### config.mk
export PLATFORM = sky130hd
export DESIGN_NAME = scomp_stream
export DESIGN_NICKNAME = d
export VERILOG_FILES = /design/src/rtl/scomp_stream.sv
export SDC_FILE = /design/constraint.sdc
export NUM_CORES = 1
export LEC_CHECK = 0
export ABC_AREA = 1
export BUFFER_PORTS_ARGS = -buffer_cell sky130_fd_sc_hd__buf_2
export CAP_MARGIN = 15
export CORE_AREA = 3 3 40 42
export DETAILED_ROUTE_END_ITERATION = 8
export DIE_AREA = 0 0 43 45
export PLACE_DENSITY = 0.61
export SLEW_MARGIN = 20
export SYNTH_ARGS = -nofsm -noshare
export SYNTH_HDL_FRONTEND = slang
export SYNTH_SLANG_ARGS = --single-unit
### constraint.sdc
create_clock -name Clk -period 0.9 [get_ports Clk]
set_input_delay 0.09 -clock Clk [delete_from_list [all_inputs] [get_ports Clk]]
set_output_delay 0.09 -clock Clk [all_outputs]
set_load 0.05 [all_outputs]
### src/rtl/scomp_stream.sv
// Streaming multi-lane signed/unsigned magnitude comparator with valid/ready handshake.
// Define SCOMP_MINMAX_EN to compile in the per-lane running min/max trackers.
module scomp_stream #(
    parameter int unsigned DATAWIDTH = 8,
    parameter int unsigned LANES     = 1
) (
    input  logic                       Clk,
    input  logic                       Rst_n,
    input  logic                       in_valid,
    output logic                       in_ready,
    input  logic                       signed_mode,
    input  logic [LANES*DATAWIDTH-1:0] a,
    input  logic [LANES*DATAWIDTH-1:0] b,
    output logic                       out_valid,
    input  logic                       out_ready,
    output logic [LANES-1:0]           gt,
    output logic [LANES-1:0]           lt,
    output logic [LANES-1:0]           eq
`ifdef SCOMP_MINMAX_EN
    ,
    input  logic                       clr,
    output logic [LANES*DATAWIDTH-1:0] min_o,
    output logic [LANES*DATAWIDTH-1:0] max_o,
    output logic                       mm_valid
`endif
);

    // Differing MSBs decide a signed compare outright; otherwise plain magnitude.
    function automatic logic less(input logic [DATAWIDTH-1:0] x,
                                  input logic [DATAWIDTH-1:0] y,
                                  input logic                 sgn);
        if (sgn && (x[DATAWIDTH-1] != y[DATAWIDTH-1]))
            return x[DATAWIDTH-1];
        return (x < y);
    endfunction

    logic                 accept;
    logic                 out_valid_q, out_valid_d;
    logic [LANES-1:0]     gt_q, gt_d, lt_q, lt_d, eq_q, eq_d;
    logic [DATAWIDTH-1:0] a_l, b_l;

    assign in_ready = !out_valid_q || out_ready;
    assign accept   = in_valid && in_ready;

    always_comb begin
        out_valid_d = out_valid_q;
        gt_d        = gt_q;
        lt_d        = lt_q;
        eq_d        = eq_q;
        a_l         = '0;
        b_l         = '0;
        if (accept) begin
            out_valid_d = 1'b1;
            for (int unsigned i = 0; i < LANES; i++) begin
                a_l     = a[i*DATAWIDTH +: DATAWIDTH];
                b_l     = b[i*DATAWIDTH +: DATAWIDTH];
                lt_d[i] = less(a_l, b_l, signed_mode);
                gt_d[i] = less(b_l, a_l, signed_mode);
                eq_d[i] = (a_l == b_l);
            end
        end else if (out_ready) begin
            out_valid_d = 1'b0;
        end
    end

    always_ff @(posedge Clk or negedge Rst_n) begin
        if (!Rst_n) begin
            out_valid_q <= 1'b0;
            gt_q        <= '0;
            lt_q        <= '0;
            eq_q        <= '0;
        end else begin
            out_valid_q <= out_valid_d;
            gt_q        <= gt_d;
            lt_q        <= lt_d;
            eq_q        <= eq_d;
        end
    end

    assign out_valid = out_valid_q;
    assign gt        = gt_q;
    assign lt        = lt_q;
    assign eq        = eq_q;

`ifdef SCOMP_MINMAX_EN
    logic                       mm_valid_q, mm_valid_d;
    logic [LANES*DATAWIDTH-1:0] min_q, min_d, max_q, max_d;
    logic [DATAWIDTH-1:0]       s_l, mn_l, mx_l;

    // A clear coinciding with an accept makes that sample the first one.
    always_comb begin
        mm_valid_d = mm_valid_q;
        min_d      = min_q;
        max_d      = max_q;
        s_l        = '0;
        mn_l       = '0;
        mx_l       = '0;
        if (clr)
            mm_valid_d = 1'b0;
        if (accept) begin
            mm_valid_d = 1'b1;
            for (int unsigned i = 0; i < LANES; i++) begin
                s_l  = a[i*DATAWIDTH +: DATAWIDTH];
                mn_l = min_q[i*DATAWIDTH +: DATAWIDTH];
                mx_l = max_q[i*DATAWIDTH +: DATAWIDTH];
                if (!mm_valid_q || clr) begin
                    min_d[i*DATAWIDTH +: DATAWIDTH] = s_l;
                    max_d[i*DATAWIDTH +: DATAWIDTH] = s_l;
                end else begin
                    if (less(s_l, mn_l, signed_mode))
                        min_d[i*DATAWIDTH +: DATAWIDTH] = s_l;
                    if (less(mx_l, s_l, signed_mode))
                        max_d[i*DATAWIDTH +: DATAWIDTH] = s_l;
                end
            end
        end
    end

    always_ff @(posedge Clk or negedge Rst_n) begin
        if (!Rst_n) begin
            mm_valid_q <= 1'b0;
            min_q      <= '0;
            max_q      <= '0;
        end else begin
            mm_valid_q <= mm_valid_d;
            min_q      <= min_d;
            max_q      <= max_d;
        end
    end

    assign mm_valid = mm_valid_q;
    assign min_o    = min_q;
    assign max_o    = max_q;
`endif

endmodule
After elaboration in Yosys (flattened, before gate mapping)
Index checks and enable logic that the tools add are counted.
- flip-flop bits (word level): 4
- input bits: 21
- output and inout port bits: 5
- word-level logic and storage cells: 25
- magnitude comparators: 2
- equality and inequality tests: 3
- muxes and demuxes: 10
- reduce and logical (&&, ||, !) cells: 6
- operators with widths (kind ; number):
    $lt 8x8->1 ; 2
    $mux 1 ; 10
    $eq 8x8->1 ; 1
    $logic_and 1x1->1 ; 3
    $ne 1x1->1 ; 2
    $reduce_bool 2->1 ; 1
    $logic_not 1->1 ; 1
    $logic_or 1x1->1 ; 1

Logic depth before layout (Yosys ltp)
- depth after elaboration: 5
- gate-level depth with buffers: 12
- depth with buffers taken out: 12

Least setup slack after synthesis
OpenSTA, ideal clock, no wires.
- path type: reg-to-reg
- from: register out_valid_q (netlist: out_valid)
- to: register lt_q (netlist: lt)
- library setup time: 0.122 ns
- arrival time: 1.528 ns
- required time: 0.778 ns
- slack: -0.749 ns
- stages on the path, launching flop included: 6
- buffers on the path: 0
- period minus slack after synthesis: 1.649 ns
- path through: dfrtp_1 > nand2_1 > nand2_1 > inv_1 > nor2_1 > a21oi_2
- word-level cells in the longest chain between the ends: 3
- ends and longest elaborated chain (item ; RTL line ; text):
    start: declaration ; 38 ; logic out_valid_q, out_valid_d;
    start signal: assignment ; 73 ; out_valid_q <= out_valid_d;
    $logic_not 1->1 ; 42 ; assign in_ready = !out_valid_q || out_ready;
    $logic_or 1x1->1 ; 42 ;
    via in_ready ; 10 ; output logic in_ready,
    $logic_and 1x1->1 ; 43 ; assign accept = in_valid && in_ready;
    end signal: assignment ; 75 ; lt_q <= lt_d;
    end: declaration ; 39 ; logic [LANES-1:0] gt_q, gt_d, lt_q, lt_d, eq_q, eq_d;
The timed path passes the listed nets, and every way through them passes these cells.
A chain may end at the register's enable or synchronous reset.

Worst setup path in the final report
- from: register out_valid_q (netlist: out_valid)
- to: output in_ready
- word-level cells in the longest chain between the ends: 2
- ends and longest elaborated chain (item ; RTL line):
    $logic_not 1->1 ; 42
    $logic_or 1x1->1 ; 42
    end: declaration ; 10
No other way between the ends.

==> flow_summary.yaml <==
final_layout:
  area_growth_pct: 95.8
  antennaDiodeCount: 0
  layout_common_cells: "20 x buf_2, 14 x nand2_1, 11 x inv_1, 6 x buf_4, 5 x ha_4"
  register_area_um2: 101
  nFillCells: 123
  multi_input_area_um2: 398
  mostFrequentLayoutCell: "buf_2"
  nets: 127
  final_area_um2: 813
  drive_gt1_share_pct: 59.8
cts:
  root_buffer: "clkbuf_4"
  cts.path.max_buffers: 2
  clkSinkCount: 4
  cts_tree: "built"
  clk_latency_ns: 0.23
  htree_levels: 1
  cts-buffers-inserted: 3
  path_clk_slew_ns: 0.04
power:
  p_per_area_mw_per_mm2: 1170
  power_switching_w: 0.000366
  clkPwrFrac_pct: 25.6
  p_comb_share_pct: 51.0
  p_seq_share_pct: 23.4
  p_int_w: 0.000589
  swShare_pct: 38.3
  leakagePower_nw: 0.446
  power.ir.vdd_worst_uv: 849
logic_synthesis:
  synth_area_um2: 415
  ys_warn_count: 0
  synth_nets: 91
  seq_area_frac_synth_pct: 24.1
  syn_avg_cell_area_um2: 6.70
  netlist_instances: 62
  synth_seq_cells: 4
  yosys.cell_types.count: 11
outcome:
  violations: "setup timing"
  status: "finished with violations"
floorplan:
  num_io_pins: 26
  floorplan.rows: 13
  die_x_um: 43
  coreArea_mm2: 0.00128
  dieHeight_um: 45
  dieArea_mm2: 0.00194
  initial_core_util_pct: 32.3
place:
  gp_routability_congestion: 0.689
  placed_area_um2: 602
  port_buffers: 25
  hpwl_um: 783
detailed_routing:
  dr.pass1.iters: 1
  drtAntennaViolNets: 0
  wl_per_cell_um: 9.19
  viasPerCell: 4.45
  drcViolationCount: 0
  wl_um: 1030
  via_count: 498
  drt-initial-drc-count: 0
sta:
  fin_crit_sh_pct: 108
  grt_setup_unrepaired: "yes"
  setup_violations: 5
  fin_ws_ns: -0.0761
  fmax_ghz: 1.02
  finalClockSkew_ns: 0.00402
  slew_headroom_pct: 86.8
  worstMarginPinSlew_ns: 0.197
  hold_ws_ns: 0.155
  finalHoldViolCount: 0
  maxSlewViolCount: 0
  period_minus_slack_ns: 0.976
worst_setup_path:
  cpPeakStageDelay_ns: 0.43
  path_max_fanout: 2
  path_cells: "nand2_8 -> buf_8"
  path_class: "reg -> out"
  cp.arrival_ns: 0.89
  cp_num_buf_inv: 1
  crit_required_ns: 0.81
  cpMaxStageDelayCell: "dfrtp_2"
  crit_path_start_kind: "flop"
  critPathTopFamily: "flip-flops"
  cp-end-kind: "output port"
hold_path:
  hold_path.class: "in -> reg"
grt:
  grt_pass1_vias: 401
  grt_max_degree: 7
  grt_pass1_wl_um: 1410
  grt_use_total_pct: 9.44
  overflow: 0
  antenna_found_initial: 0
job:
  max_cap_violations: 0
cells in the mapped netlist (all sizes together):
| cell | number | area share (%) |
|---|---|---|
| ha | 8 | 24 |
| a21o | 1 | 1.8 |
| dfrtp | 4 | 24 |
| nand3 | 1 | 1.2 |
| inv | 15 | 14 |
| nand2 | 21 | 20 |
| nor2 | 7 | 8.1 |
| a21oi | 5 | 6.9 |
flip-flops by register name (all words and copies together) (netlist names):
signal,cells
eq,1
gt,1
lt,1
out_valid,1
final timing paths:
check | start | to | slack [ns] | depth (start not counted)
max | out_valid | in_ready | -0.08 | 2
min | in_valid | out_valid | 0.16 | 3
max reg2reg | out_valid | lt | -0.07 | 5
min reg2reg | gt | gt | 0.48 | 2
max in group asynchronous | Rst_n | out_valid | 0.57 | 2
min in group asynchronous | Rst_n | eq | 0.20 | 2
through the flow:
stage               setup WS (ns)  TNS (ns)  utilization, %  total power [W]  std cells
floorplan                  -0.195    -0.622               -         0.000465         62
global placement           -0.235    -0.460            46.8         0.000566        104
detailed placement         -0.248    -0.500            46.8         0.000572        104
CTS                       -0.0966    -0.168            53.1         0.000873        109
global route              -0.0983    -0.413            63.3          0.00102        112
finish                    -0.0761    -0.253            63.3         0.000955        112
area by class of cell:
| cell class | count | area share [%] |
|---|---|---|
| Multi-Input combinational cell | 43 | 48.9 |
| Clock buffer | 4 | 3.23 |
| Inverter | 15 | 6.92 |
| Tap cell | 15 | 2.31 |
| Timing Repair Buffer | 31 | 26.2 |
| Sequential cell | 4 | 12.5 |
kinds of logic (layout without fill, tap and decap cells):
| kind of cell | count (synthesis) | after routing | synth area share, % |
|---|---|---|---|
| and+or+nand+nor | 29 | 29 | 29.5 |
| buffers and inverters | 15 | 50 | 13.6 |
| adders and majority gates | 8 | 8 | 24.1 |
| AOI/OAI and AO/OA | 6 | 6 | 8.74 |
| DFF | 4 | 4 | 24.1 |
tightest hold or removal path, delay by kind of cell:
| kind | cells | cell delay, ns |
|---|---|---|
| simple gates | 2 | 0.13 |
| buf+inv | 1 | 0.13 |
per-layer routing:
metal,vias to the layer above,wire length [um],global-route usage (%)
li1,259,-,-
met1,227,433,9.98
met2,12,555,17.1
met3,0,40,3.59
met4,0,0,3.61
met5,-,0,0
power by group through the flow:
stage	logic [W]	clock network [W]	registers [W]
after detailed placement	0.000348	0	0.000225
final	0.000487	0.000245	0.000224
after global routing	0.000529	0.000264	0.000224
after CTS	0.000390	0.000258	0.000225
after floorplan	0.000160	0	0.000305
after global placement	0.000341	0	0.000224
timing repair:
| item | in CTS | in global routing |
|---|---|---|
| pin swaps | 0 | 11 |
| gates cloned | 0 | 0 |
| resized for setup | 11 | 18 |
| buffers inserted | 0 | 3 |
| setup endpoints to repair | 7 | 5 |
| hold endpoints to repair | 4 | 0 |
| hold buffers | 1 | 0 |
(Power assumes the default switching activity.)
